$ cat config.mk
export PLATFORM = sky130hd
export DESIGN_NAME = subterranean_stream_driver
export DESIGN_NICKNAME = d
export VERILOG_FILES = /design/src/rtl/subterranean_stream_driver_pkg.sv /design/src/rtl/subterranean_stream_unpacker.sv /design/src/rtl/subterranean_stream_driver.sv
export SDC_FILE = /design/constraint.sdc
export NUM_CORES = 1
export LEC_CHECK = 0
export CAP_MARGIN = 40
export CORE_MARGIN = 10
export CORE_UTILIZATION = 42
export DETAILED_ROUTE_END_ITERATION = 7
export GPL_ROUTABILITY_DRIVEN = 0
export GPL_TIMING_DRIVEN = 0
export PLACE_DENSITY = 0.74
export SYNTH_ARGS = -nofsm -noshare
export SYNTH_HDL_FRONTEND = slang
export SYNTH_HIERARCHICAL = 1
export SYNTH_SLANG_ARGS = --single-unit
$ cat constraint.sdc
create_clock -name clk -period 2.05 [get_ports clk]
set_input_delay 0.3075 -clock clk [delete_from_list [all_inputs] [get_ports clk]]
set_output_delay 0.3075 -clock clk [all_outputs]
set_load 0.05 [all_outputs]
$ cat src/rtl/subterranean_stream_driver_pkg.sv
// Shared types and constants for the subterranean_stream host driver.
// TX state encodings, cmd_mode values and din_size bounds.
package subterranean_stream_driver_pkg;

  typedef enum logic [1:0] {
    TX_IDLE = 2'd0,
    TX_INST = 2'd1,
    TX_PACK = 2'd2,
    TX_SEND = 2'd3
  } tx_state_t;

  localparam logic [1:0] MODE_NONE   = 2'b00;
  localparam logic [1:0] MODE_EMPTY  = 2'b01;
  localparam logic [1:0] MODE_STREAM = 2'b10;

  localparam logic [2:0] SIZE_EMPTY = 3'd0;
  localparam logic [2:0] SIZE_FULL  = 3'd4;

  // The core can report sizes up to 7; anything past a full word is a full word.
  function automatic logic [2:0] clamp_size(input logic [2:0] size);
    return (size > SIZE_FULL) ? SIZE_FULL : size;
  endfunction

endpackage

$ cat src/rtl/subterranean_stream_unpacker.sv
// RX path: accepts dout words from the core and replays them as a byte stream,
// lowest lane first, pulsing rx_done once a dout_last word is fully delivered.
module subterranean_stream_unpacker
  import subterranean_stream_driver_pkg::*;
(
  input  logic        clk,
  input  logic        arstn,
  input  logic        flush,
  input  logic [31:0] dout,
  input  logic [2:0]  dout_size,
  input  logic        dout_last,
  input  logic        dout_valid,
  output logic        dout_ready,
  output logic [7:0]  m_byte,
  output logic        m_byte_last,
  output logic        m_byte_valid,
  input  logic        m_byte_ready,
  output logic        rx_done,
  output logic        rx_busy
);

  logic [31:0] word_reg;
  logic [2:0]  cnt_reg;
  logic        last_reg;
  logic        done_reg;
  logic        en_reg;
  logic [2:0]  size_in;
  logic        byte_hs;
  logic        final_take;
  logic        dout_hs;

  assign size_in      = clamp_size(dout_size);
  assign m_byte_valid = (cnt_reg != SIZE_EMPTY);
  assign m_byte       = word_reg[7:0];
  assign m_byte_last  = last_reg && (cnt_reg == 3'd1);
  assign byte_hs      = m_byte_valid && m_byte_ready;
  assign final_take   = byte_hs && (cnt_reg == 3'd1);
  // Accepting while the last byte leaves keeps consecutive words gap-free.
  assign dout_ready   = en_reg && !flush && (!m_byte_valid || final_take);
  assign dout_hs      = dout_valid && dout_ready;
  assign rx_done      = done_reg;
  assign rx_busy      = m_byte_valid;

  always_ff @(posedge clk or negedge arstn) begin
    if (!arstn) begin
      word_reg <= '0;
      cnt_reg  <= SIZE_EMPTY;
      last_reg <= 1'b0;
      done_reg <= 1'b0;
      en_reg   <= 1'b0;
    end else begin
      en_reg   <= 1'b1;
      done_reg <= 1'b0;
      if (flush) begin
        word_reg <= '0;
        cnt_reg  <= SIZE_EMPTY;
        last_reg <= 1'b0;
      end else begin
        done_reg <= (final_take && last_reg) ||
                    (dout_hs && (size_in == SIZE_EMPTY) && dout_last);
        if (dout_hs) begin
          word_reg <= dout;
          cnt_reg  <= size_in;
          last_reg <= dout_last;
        end else if (byte_hs) begin
          word_reg <= {8'h00, word_reg[31:8]};
          cnt_reg  <= cnt_reg - 3'd1;
        end
      end
    end
  end

endmodule

$ cat src/rtl/subterranean_stream_driver.sv
// Host-side driver: issues inst, packs host bytes into din words, unpacks dout.
// Optional idle-handshake watchdog: SUBTERRANEAN_STREAM_DRIVER_WATCHDOG_EN.
module subterranean_stream_driver
  import subterranean_stream_driver_pkg::*;
#(
  parameter int G_WATCHDOG_CYCLES = 1024
)
(
  input  logic        clk,
  input  logic        arstn,
  input  logic [3:0]  cmd_inst,
  input  logic [1:0]  cmd_mode,
  input  logic        cmd_valid,
  output logic        cmd_ready,
  input  logic [7:0]  s_byte,
  input  logic        s_byte_last,
  input  logic        s_byte_valid,
  output logic        s_byte_ready,
  output logic [7:0]  m_byte,
  output logic        m_byte_last,
  output logic        m_byte_valid,
  input  logic        m_byte_ready,
  output logic        rx_done,
  output logic [3:0]  inst,
  output logic        inst_valid,
  input  logic        inst_ready,
  output logic [31:0] din,
  output logic [2:0]  din_size,
  output logic        din_last,
  output logic        din_valid,
  input  logic        din_ready,
  input  logic [31:0] dout,
  input  logic [2:0]  dout_size,
  input  logic        dout_last,
  input  logic        dout_valid,
  output logic        dout_ready,
  output logic        busy,
  output logic        error
);

  tx_state_t   state_reg;
  logic        cmd_ready_reg;
  logic        inst_valid_reg;
  logic        s_byte_ready_reg;
  logic        din_valid_reg;
  logic [3:0]  inst_reg;
  logic [1:0]  mode_reg;
  logic [31:0] pack_reg;
  logic [2:0]  cnt_reg;
  logic        last_reg;
  logic        rx_busy;
  logic        wd_fire;
  logic        cmd_hs;
  logic        inst_hs;
  logic        byte_hs;
  logic        din_hs;

  assign cmd_hs  = cmd_valid && cmd_ready_reg;
  assign inst_hs = inst_valid_reg && inst_ready;
  assign byte_hs = s_byte_valid && s_byte_ready_reg;
  assign din_hs  = din_valid_reg && din_ready;

  assign cmd_ready    = cmd_ready_reg;
  assign inst         = inst_reg;
  assign inst_valid   = inst_valid_reg;
  assign s_byte_ready = s_byte_ready_reg;
  assign din          = pack_reg;
  assign din_size     = cnt_reg;
  assign din_last     = last_reg;
  assign din_valid    = din_valid_reg;
  assign busy         = (state_reg != TX_IDLE) || rx_busy;

  always_ff @(posedge clk or negedge arstn) begin
    if (!arstn) begin
      state_reg        <= TX_IDLE;
      cmd_ready_reg    <= 1'b0;
      inst_valid_reg   <= 1'b0;
      s_byte_ready_reg <= 1'b0;
      din_valid_reg    <= 1'b0;
      inst_reg         <= '0;
      mode_reg         <= MODE_NONE;
      pack_reg         <= '0;
      cnt_reg          <= SIZE_EMPTY;
      last_reg         <= 1'b0;
    end else if (wd_fire) begin
      state_reg        <= TX_IDLE;
      cmd_ready_reg    <= 1'b1;
      inst_valid_reg   <= 1'b0;
      s_byte_ready_reg <= 1'b0;
      din_valid_reg    <= 1'b0;
      pack_reg         <= '0;
      cnt_reg          <= SIZE_EMPTY;
      last_reg         <= 1'b0;
    end else begin
      case (state_reg)
        TX_IDLE: begin
          cmd_ready_reg <= 1'b1;
          if (cmd_hs) begin
            inst_reg       <= cmd_inst;
            mode_reg       <= cmd_mode;
            cmd_ready_reg  <= 1'b0;
            inst_valid_reg <= 1'b1;
            state_reg      <= TX_INST;
          end
        end
        TX_INST: begin
          if (inst_hs) begin
            inst_valid_reg <= 1'b0;
            case (mode_reg)
              MODE_EMPTY: begin
                pack_reg      <= '0;
                cnt_reg       <= SIZE_EMPTY;
                last_reg      <= 1'b1;
                din_valid_reg <= 1'b1;
                state_reg     <= TX_SEND;
              end
              MODE_STREAM: begin
                cnt_reg          <= SIZE_EMPTY;
                last_reg         <= 1'b0;
                s_byte_ready_reg <= 1'b1;
                state_reg        <= TX_PACK;
              end
              // Mode 11 behaves like 00: instruction only.
              default: begin
                cmd_ready_reg <= 1'b1;
                state_reg     <= TX_IDLE;
              end
            endcase
          end
        end
        TX_PACK: begin
          if (byte_hs) begin
            pack_reg[{cnt_reg[1:0], 3'b000} +: 8] <= s_byte;
            cnt_reg <= cnt_reg + 3'd1;
            if ((cnt_reg == 3'd3) || s_byte_last) begin
              s_byte_ready_reg <= 1'b0;
              last_reg         <= s_byte_last;
              din_valid_reg    <= 1'b1;
              state_reg        <= TX_SEND;
            end
          end
        end
        TX_SEND: begin
          if (din_hs) begin
            din_valid_reg <= 1'b0;
            cnt_reg       <= SIZE_EMPTY;
            pack_reg      <= '0;
            if (last_reg) begin
              last_reg      <= 1'b0;
              cmd_ready_reg <= 1'b1;
              state_reg     <= TX_IDLE;
            end else begin
              s_byte_ready_reg <= 1'b1;
              state_reg        <= TX_PACK;
            end
          end
        end
        default: state_reg <= TX_IDLE;
      endcase
    end
  end

`ifdef SUBTERRANEAN_STREAM_DRIVER_WATCHDOG_EN
  logic [31:0] wd_cnt_reg;
  logic        error_reg;
  logic        any_hs;

  assign any_hs  = cmd_hs || inst_hs || byte_hs || din_hs ||
                   (dout_valid && dout_ready) || (m_byte_valid && m_byte_ready);
  assign wd_fire = (wd_cnt_reg == 32'(G_WATCHDOG_CYCLES - 1));
  assign error   = error_reg;

  always_ff @(posedge clk or negedge arstn) begin
    if (!arstn) begin
      wd_cnt_reg <= '0;
      error_reg  <= 1'b0;
    end else begin
      if (cmd_hs)
        error_reg <= 1'b0;
      if (wd_fire) begin
        error_reg  <= 1'b1;
        wd_cnt_reg <= '0;
      end else if (any_hs || !busy) begin
        wd_cnt_reg <= '0;
      end else begin
        wd_cnt_reg <= wd_cnt_reg + 32'd1;
      end
    end
  end
`else
  assign wd_fire = 1'b0;
  assign error   = 1'b0;
`endif

  subterranean_stream_unpacker u_unpacker (
    .clk          (clk),
    .arstn        (arstn),
    .flush        (wd_fire),
    .dout         (dout),
    .dout_size    (dout_size),
    .dout_last    (dout_last),
    .dout_valid   (dout_valid),
    .dout_ready   (dout_ready),
    .m_byte       (m_byte),
    .m_byte_last  (m_byte_last),
    .m_byte_valid (m_byte_valid),
    .m_byte_ready (m_byte_ready),
    .rx_done      (rx_done),
    .rx_busy      (rx_busy)
  );

endmodule
* Word level (Yosys, flattened, before mapping)
Index checks and enable logic that the tools add are counted.
Word-level totals: bits in registers 86, input port bits 59, output and inout bits 58
Cells by class: add/sub/neg operators 3, $lt $le $gt $ge 1, equal/unequal tests 19, shift operators 2, muxes and demuxes 51, reduce and logical (&&, ||, !) cells 35
Operator list (number):
- $mux W32 | 6
- $pmux W32 S3 | 1
- $bwmux W32 | 1
- $shift A8 B7 Y32 const A | 1
- $shiftx A8 B7 Y32 | 1
- $ne A2 B2 Y1 const B | 11
- $mux W1 | 21
- $mux W3 | 7
- $reduce_and A5 Y1 | 4
- $logic_and A1 B1 Y1 | 12
- $mux W2 | 6
- $pmux W1 S3 | 4
- $reduce_and A6 Y1 | 2
- $pmux W3 S3 | 1
- $reduce_bool A3 Y1 | 3
- $pmux W2 S4 | 1
- $neg A5 Y7 | 1
- $reduce_and A7 Y1 | 1
- $eq A2 B2 Y1 const B | 3
- $reduce_bool A2 Y1 | 3
- $eq A2 B1 Y1 const B | 2
- $logic_or A1 B1 Y1 | 4
- $pmux W1 S2 | 2
- $pmux W2 S2 | 1
- other kinds (12) | 12

* Longest topological paths before layout
Gate-level depths: netlist of the first run.
word-level depth 9, gate-level depth with buffers 8, mapped depth without buffers 6

* Hierarchy
The synthesis of the first run kept the hierarchy.
By module, submodules not included:
- subterranean_stream_driver | times used 1, cells each 188, area an instance 2245.9 sq um, sequential area each 1201.2 sq um
- subterranean_stream_unpacker | times used 1, cells each 154, area an instance 1925.6 sq um, sequential area each 950.9 sq um

* Worst setup path before layout of the first run
OpenSTA, ideal clock, no wires.
kind register to register, start point register cnt_reg[0] (netlist: din_size[0]), end point register pack_reg[16] (netlist: din[16]), library setup time 0.067 ns, arrival 2.284 ns, setup slack -0.301 ns, cell stages (with the launch flop) 8, buffers on the path 1, period minus slack after synthesis 2.351 ns, cell sequence dfrtp_1 > buf_2 > inv_1 > ha_1 > nor2b_1 > nand2_1 > nor4_4 > a22o_1
Between the ends: word-level cells in the longest chain between the ends 5, elaborated cells between the ends (all ways) 6, classes of those cells 1 x add/sub; 2 x shift; 3 x mux
Ends and longest elaborated chain:
- from (decl) | line subterranean_stream_driver.sv:49 | logic [2:0] cnt_reg;
- from (signal assigned) | line subterranean_stream_driver.sv:134 | cnt_reg <= cnt_reg + 3'd1;
- $neg A5 Y7 (*) | line subterranean_stream_driver.sv:133 | pack_reg[{cnt_reg[1:0], 3'b000} +: 8] <= s_byte;
- $shiftx A8 B7 Y32 or $shift A8 B7 Y32 (tied branches) | line subterranean_stream_driver.sv:133
- $bwmux W32 (*) | line subterranean_stream_driver.sv:133
- $mux W32 (*) | line subterranean_stream_driver.sv:132 | if (byte_hs) begin
- $pmux W32 S3 (*) | line subterranean_stream_driver.sv:95 | case (state_reg)
- to (signal, indexed assignment) | line subterranean_stream_driver.sv:133
- to (decl) | line subterranean_stream_driver.sv:48 | logic [31:0] pack_reg;
Every way passes the cells marked *; elsewhere a longest branch is shown, timed or not. The select of a mux whose other input is x is not followed. A chain may end at the register's enable or synchronous reset.

* Final worst setup path of the first run
start point register u_unpacker.cnt_reg[1], end point output busy
Between the ends: word-level cells in the longest chain between the ends 2
Ends and longest elaborated chain:
- from (decl) | line subterranean_stream_unpacker.sv:23 | logic [2:0] cnt_reg;
- from (signal assigned) | line subterranean_stream_unpacker.sv:63 | cnt_reg <= size_in;
- from (signal assigned) | line subterranean_stream_unpacker.sv:67 | cnt_reg <= cnt_reg - 3'd1;
- $reduce_bool A3 Y1 | line subterranean_stream_unpacker.sv:33 | assign m_byte_valid = (cnt_reg != SIZE_EMPTY);
- net rx_busy | line subterranean_stream_driver.sv:51 | logic rx_busy;
- $logic_or A1 B1 Y1 | line subterranean_stream_driver.sv:71 | assign busy = (state_reg != TX_IDLE) || rx_busy;
- to (decl) | line subterranean_stream_driver.sv:37 | output logic busy,
The timed path passes the listed nets, and every way through them passes these cells.

==> flow_metrics.py, run 1 <==
metrics = {
    "sta": {
        "finalSetupTns_ns": -0.165,
        "grt_setup_unrepaired": "yes",
        "fin_crit_ns": 2.16,
        "hold_viol": 23,
        "drv_slew": 0,
        "relSlewSlack": 0.556,
        "holdWs_ns": -0.00886,
        "finClkSkew_ns": 0.0114,
        "worstMarginPinSlew_ns": 0.665,
        "period_share": 1.06,
        "setup_slack_ns": -0.114,
        "max_freq_ghz": 0.462,
        "finalSetupViolations": 3,
    },
    "status": {
        "outcome": "finished with violations",
        "failed_checks": "negative hold slack, negative setup slack",
    },
    "detailed_routing": {
        "routed-via-count": 3478,
        "viasPerCell": 5.66,
        "routed_wl_mm": 11.8,
        "drtIter0Drc": 214,
        "drc_errors": 0,
        "first_pass_iters": 5,
        "routedWlPerCell_um": 19.1,
        "ant_nets": 0,
    },
    "final_layout": {
        "nNetsFinal": 548,
        "drive_above_1_share": 0.174,
        "final_common_cell": "clkdlybuf4s50_1",
        "diodes": 0,
        "area_growth_pct": 40.0,
        "fin_util": 0.600,
        "instances_no_fill": 615,
        "final_cell_mix": "clkdlybuf4s50_1 (110), dfrtp_1 (84), a22o_1 (37), a221o_1 (27), and4_1 (25)",
        "fill_cells": 834,
    },
    "logic_synthesis": {
        "synth_top_area_frac": 0.516,
        "avgSynthCellArea_um2": 12.2,
        "syn_inst": 342,
        "ys_seq_area_frac": 0.516,
        "yosysTopAreaCell": "dfrtp_1",
        "synth.area.top_cells": "dfrtp_1 (52%), a22o_1 (7.8%), a221o_1 (6.5%)",
        "synth_enable_flop_cells": 0,
        "async_flop_share": 1.00,
        "ys_warn_count": 6,
        "synth_area_mm2": 0.00417,
        "synth_cell_type_count": 57,
        "synth_seq_cells": 86,
        "synth_ff_type": "dfrtp_1",
    },
    "global_route": {
        "grt.total_usage": 0.162,
        "overflow": 0,
        "grt_max_degree": 54,
        "grt_pass1_wl_mm": 19.3,
        "antenna_found_initial": 0,
        "grt_pass1_vias": 3717,
    },
    "clocking": {
        "clock-sinks": 86,
        "cts.hold.buffers_added": 0,
        "clk_pin_slew_ns": 0.09,
        "tritoncts": "built",
        "htree_levels": 3,
        "clock-root-buffer": "clkbuf_8",
        "clock_latency_ns": 0.35,
        "clock_path_buffers": 2,
        "cts_buffers": 9,
    },
    "flow_run": {
        "drv_cap": 0,
    },
    "setup_path": {
        "critPathMaxFanout": 5,
        "slowest_stage": "dfrtp_1",
        "start_kind": "flip-flop",
        "worstPathRequired_ns": 1.74,
        "cpPeakStageDelay_ns": 0.40,
        "crit_type": "reg -> out",
        "r2r-end": "u_unpacker/word_reg[12]$_DFFE_PN0P_",
        "r2r_cells": 8,
        "critPathCaptureType": "primary output",
        "crit_chain": "inv_2 > ha_4 > ha_4 > clkinvlp_4 > buf_6 > or3_4 > buf_6",
        "rrSetupSlack_ns": 0.10,
        "crit_arrival_ns": 1.86,
        "r2r-start": "u_unpacker/cnt_reg[1]$_DFFE_PN0P_",
    },
    "power_and_ir_drop": {
        "p_leak_nw": 2.55,
        "power_density_mw_per_mm2": 790,
        "ir_drop_uv": 429,
        "power_mw": 4.61,
    },
    "floorplan": {
        "die_h_um": 120,
        "die_w_um": 120,
        "rows": 36,
        "ioPinCount": 117,
        "dieArea_mm2": 0.0143,
        "start_util": 0.429,
        "coreArea_mm2": 0.00973,
    },
    "placed_design": {
        "dpl.hpwl_mm": 8.86,
        "dp_slack_ns": -0.487,
        "io_buffers": 115,
        "dpl.cell_count": 592,
    },
    "hold_path": {
        "hp-class": "in -> async",
    },
}
==> metrics by stage <==
| step | hold slack (ns) | area [µm²] |
|---|---|---|
| final | -0.00886 | 5840 |
| after global routing | 0.0539 | 5840 |
| after CTS | 0.00189 | 5810 |
| after detailed placement | 0.392 | 5550 |
| after global placement | 0.479 | 5530 |
| after floorplan | 0.0119 | 4210 |
==> power breakdown <==
part	internal, mW	switching [mW]	leakage [nW]
Combinational	0.665	0.840	1.35
Clock	0.517	0.646	0.0897
Sequential	1.85	0.0951	1.12
==> layer usage <==
layer / GRT usage / part of all wire / vias to the layer above
met5: 0 / 0 / -
met4: 0.0460 / 0.013 / 0
met3: 0.0422 / 0.071 / 13
met2: 0.282 / 0.50 / 144
met1: 0.192 / 0.41 / 1728
li1: - / - / 1593
==> logic make-up (layout without fill, tap and decap cells) <==
group	Yosys count	in the layout	synth area share
adders and majority gates	12	12	0.0360
and+or+nand+nor	93	93	0.163
other	2	3	0.00180
DFF	86	86	0.516
muxes	6	6	0.0159
AOI/OAI and AO/OA	99	99	0.209
buffers and inverters	44	183	0.0582
==> final cells by class <==
cell class / count / area, µm² / share of cell area
flip-flops and latches: 86 / 2150 / 0.369
multi-input cells: 213 / 1850 / 0.317
repair buffers: 123 / 1220 / 0.209
plain buffers: 29 / 195 / 0.0334
well taps: 133 / 166 / 0.0285
clock buffers: 11 / 151 / 0.0259
inverters: 15 / 60.1 / 0.0103
clock inverters: 5 / 42.5 / 0.00729
==> synth_stat cells (5+ instances only) <==
cell type,count
dfrtp_1,86
clkbuf_1,5
a22o_1,37
ha_1,12
and4_1,25
buf_2,8
nor2b_1,7
a221o_1,27
nand2_1,16
o21ai_0,7
nor2_1,9
inv_1,15
nand3_1,6
buf_4,14
a32o_1,5
==> how the worst max path moves through the flow <==
stage                                                  from                 endpoint  slack, ns  cells past startpoint
after floorplan           u_unpacker/cnt_reg[0]$_DFFE_PN0P_                     busy      -0.01                      6
after global placement                                arstn  din_size[0]$_DFFE_PN0P_      -2.71                      1
after detailed placement  u_unpacker/cnt_reg[0]$_DFFE_PN0P_                     busy      -0.49                      7
after CTS                 u_unpacker/cnt_reg[1]$_DFFE_PN0P_                     busy      -0.13                      7
after global routing      u_unpacker/cnt_reg[0]$_DFFE_PN0P_                     busy      -0.18                      7
final                     u_unpacker/cnt_reg[1]$_DFFE_PN0P_                     busy      -0.11                      7
==> critical path, delay by kind of cell, from the launching register on <==
kind,cells,cell delay (ns)
AND/OR/NAND/NOR,1,0.32
buffers and inverters,4,0.47
adder cells (fa/ha/maj),2,0.31
flip-flops,1,0.40
==> what timing repair did <==
action | CTS | global route
gates resized for setup | 22 | 7
buffers inserted | 5 | 2
endpoints found under the setup margin | 19 | 25
pin swaps | 1 | 1
No activity file was read; power rests on OpenSTA's default activity.
==> run 2: changes to the inputs <==
==> constraint.sdc (replaced) <==
create_clock -name clk -period 2.05 [get_ports clk]
set_input_delay 0.205 -clock clk [delete_from_list [all_inputs] [get_ports clk]]
set_output_delay 0.205 -clock clk [all_outputs]
set_load 0.05 [all_outputs]
==> run 2 against run 1 <==
Net effect:
- the run now ends clean
- critical path depth stayed put
- non-clock buffer count increased by 5
- via count fell by 1.9%
- worst hold slack better by 0.38 ns
- critical path type unchanged
- clock power is 9% higher
- die area did not move
- global-route usage about the same
==> flow_metrics.py, run 2 (synthesis results as in run 1) <==
metrics = {
    "placed_design": {
        "place_area_mm2": 0.00553,
        "dpl.cell_count": 592,
        "dpl.hpwl_mm": 8.79,
        "io_buffers": 115,
    },
    "sta": {
        "finalSetupViolations": 0,
        "worstMarginPinSlew_ns": 0.692,
        "relSlewSlack": 0.536,
        "fin_crit_ns": 2.05,
        "max_freq_ghz": 0.488,
        "period_share": 1.00,
        "hold_viol": 0,
        "finalSetupTns_ns": 0,
        "grt_setup_unrepaired": "yes",
        "finClkSkew_ns": 0.00906,
        "drv_slew": 0,
    },
    "final_layout": {
        "instances_no_fill": 620,
        "fin_util": 0.606,
        "diodes": 0,
        "nNetsFinal": 553,
        "final_cell_mix": "clkdlybuf4s50_1 (110), dfrtp_1 (84), a22o_1 (37), a221o_1 (27)",
        "final_common_cell": "clkdlybuf4s50_1",
        "area_growth_pct": 41.3,
        "drive_above_1_share": 0.181,
        "fin_area_mm2": 0.00589,
    },
    "floorplan": {
        "ioPinCount": 117,
        "die_h_um": 120,
        "start_util": 0.429,
        "die_w_um": 120,
        "coreArea_mm2": 0.00973,
        "dieArea_mm2": 0.0143,
        "rows": 36,
    },
    "power_and_ir_drop": {
        "p_leak_nw": 2.60,
        "ir_drop_uv": 405,
        "power_mw": 4.73,
        "power_density_mw_per_mm2": 802,
    },
    "clocking": {
        "clock_latency_ns": 0.36,
        "clock-root-buffer": "clkbuf_8",
        "htree_levels": 3,
        "clk_pin_slew_ns": 0.08,
        "tritoncts": "built",
        "cts_buffers": 9,
        "clock_path_buffers": 2,
        "clock-sinks": 86,
    },
    "detailed_routing": {
        "routed_wl_mm": 11.5,
        "first_pass_iters": 6,
        "wl_met3_um": 838,
        "routed-via-count": 3413,
        "wl_met1_mm": 4.78,
        "drc_errors": 0,
        "viasPerCell": 5.50,
        "routed-wl-met2_mm": 5.75,
        "ant_nets": 0,
        "drtIter0Drc": 142,
        "routedWlPerCell_um": 18.5,
        "routed.top_layer": "met4",
    },
    "status": {
        "outcome": "finished, final reports clean",
    },
    "flow_run": {
        "drv_cap": 0,
    },
    "hold_path": {
        "hp-class": "in -> async",
    },
    "global_route": {
        "antenna_found_initial": 0,
        "grt.total_usage": 0.162,
        "grt_max_degree": 46,
        "grt_pass1_vias": 3721,
        "grt_pass1_wl_mm": 19.2,
        "overflow": 0,
    },
    "setup_path": {
        "crit_type": "reg -> out",
        "start_kind": "flip-flop",
        "critPathMaxFanout": 6,
        "critPathCaptureType": "primary output",
        "crit_arrival_ns": 1.84,
        "worstPathRequired_ns": 1.85,
    },
}
[run 2: cell types whose count changed in the layout (fill, tap and decap cells not counted), sizes merged]
cell	delta
buf	+7
bufinv	+1
clkbuf	-1
clkdlybuf4s15	-1
clkinv	-1
clkinvlp	-1
dlygate4sd3	+1
[run 2: per-layer routing]
| layer | up-vias | GRT usage |
|---|---|---|
| li1 | 1595 | - |
| met1 | 1687 | 0.191 |
| met2 | 123 | 0.279 |
| met3 | 8 | 0.0553 |
| met4 | 0 | 0.0385 |
| met5 | - | 0 |
[run 2: final cells by class]
type / instances / area, µm²
plain buffers: 29 / 195
multi-input cells: 213 / 1830
clock inverters: 4 / 53.8
inverters: 15 / 65.1
flip-flops and latches: 86 / 2150
well taps: 133 / 166
repair buffers: 128 / 1270
clock buffers: 12 / 155
fillers: 789 / 3840
[run 2: timing repair]
item / CTS / global route
endpoints found under the hold margin: 41 / 0
endpoints found under the setup margin: 22 / 28
buffers inserted: 2 / 9
resized for setup: 20 / 18
hold buffers: 1 / 0
pin swaps: 2 / 2
[run 2: where the power goes]
| part | internal (mW) | total [mW] | leakage, nW | switching (mW) |
|---|---|---|---|---|
| combinational | 0.695 | 1.53 | 1.38 | 0.835 |
| clock | 0.635 | 1.26 | 0.0992 | 0.621 |
| sequential | 1.85 | 1.94 | 1.12 | 0.0918 |
| total | 3.18 | 4.73 | 2.60 | 1.55 |
[run 2: path summary, 6_finish.rpt]
check                                                  start                                end  slack, ns  cells past startpoint
setup / recovery           u_unpacker/cnt_reg[1]$_DFFE_PN0P_                               busy     0.0002                      7
hold / removal                                         arstn               din_last$_DFFE_PN0P_       0.38                      2
setup reg to reg           u_unpacker/cnt_reg[1]$_DFFE_PN0P_  u_unpacker/cnt_reg[1]$_DFFE_PN0P_       0.09                      8
hold reg to reg                          din[21]$_DFFE_PN0P_                din[21]$_DFFE_PN0P_       0.50                      1
max in group asynchronous                              arstn            din_size[1]$_DFFE_PN0P_       1.05                      3
min in group clk                                 cmd_mode[0]            mode_reg[0]$_DFFE_PN0P_       0.40                      3
[run 2: worst max-delay path, cell delays in order (launching register included)]
cell     delay (ns)
dfrtp_1        0.40
inv_2          0.07
ha_2           0.18
ha_4           0.17
inv_6          0.05
buf_4          0.13
or3_4          0.33
buf_8          0.16
[run 2: per-stage QoR]
stage / hold slack (ns) / setup WS (ns)
6_report: 0.376 / 0.000185
2_1_floorplan: -0.0906 / -0.00633
3_5_place_dp: 0.236 / -0.350
5_1_grt: 0.417 / -0.0772
4_1_cts: 0.379 / -0.0638
3_3_place_gp: 0.483 / -2.61
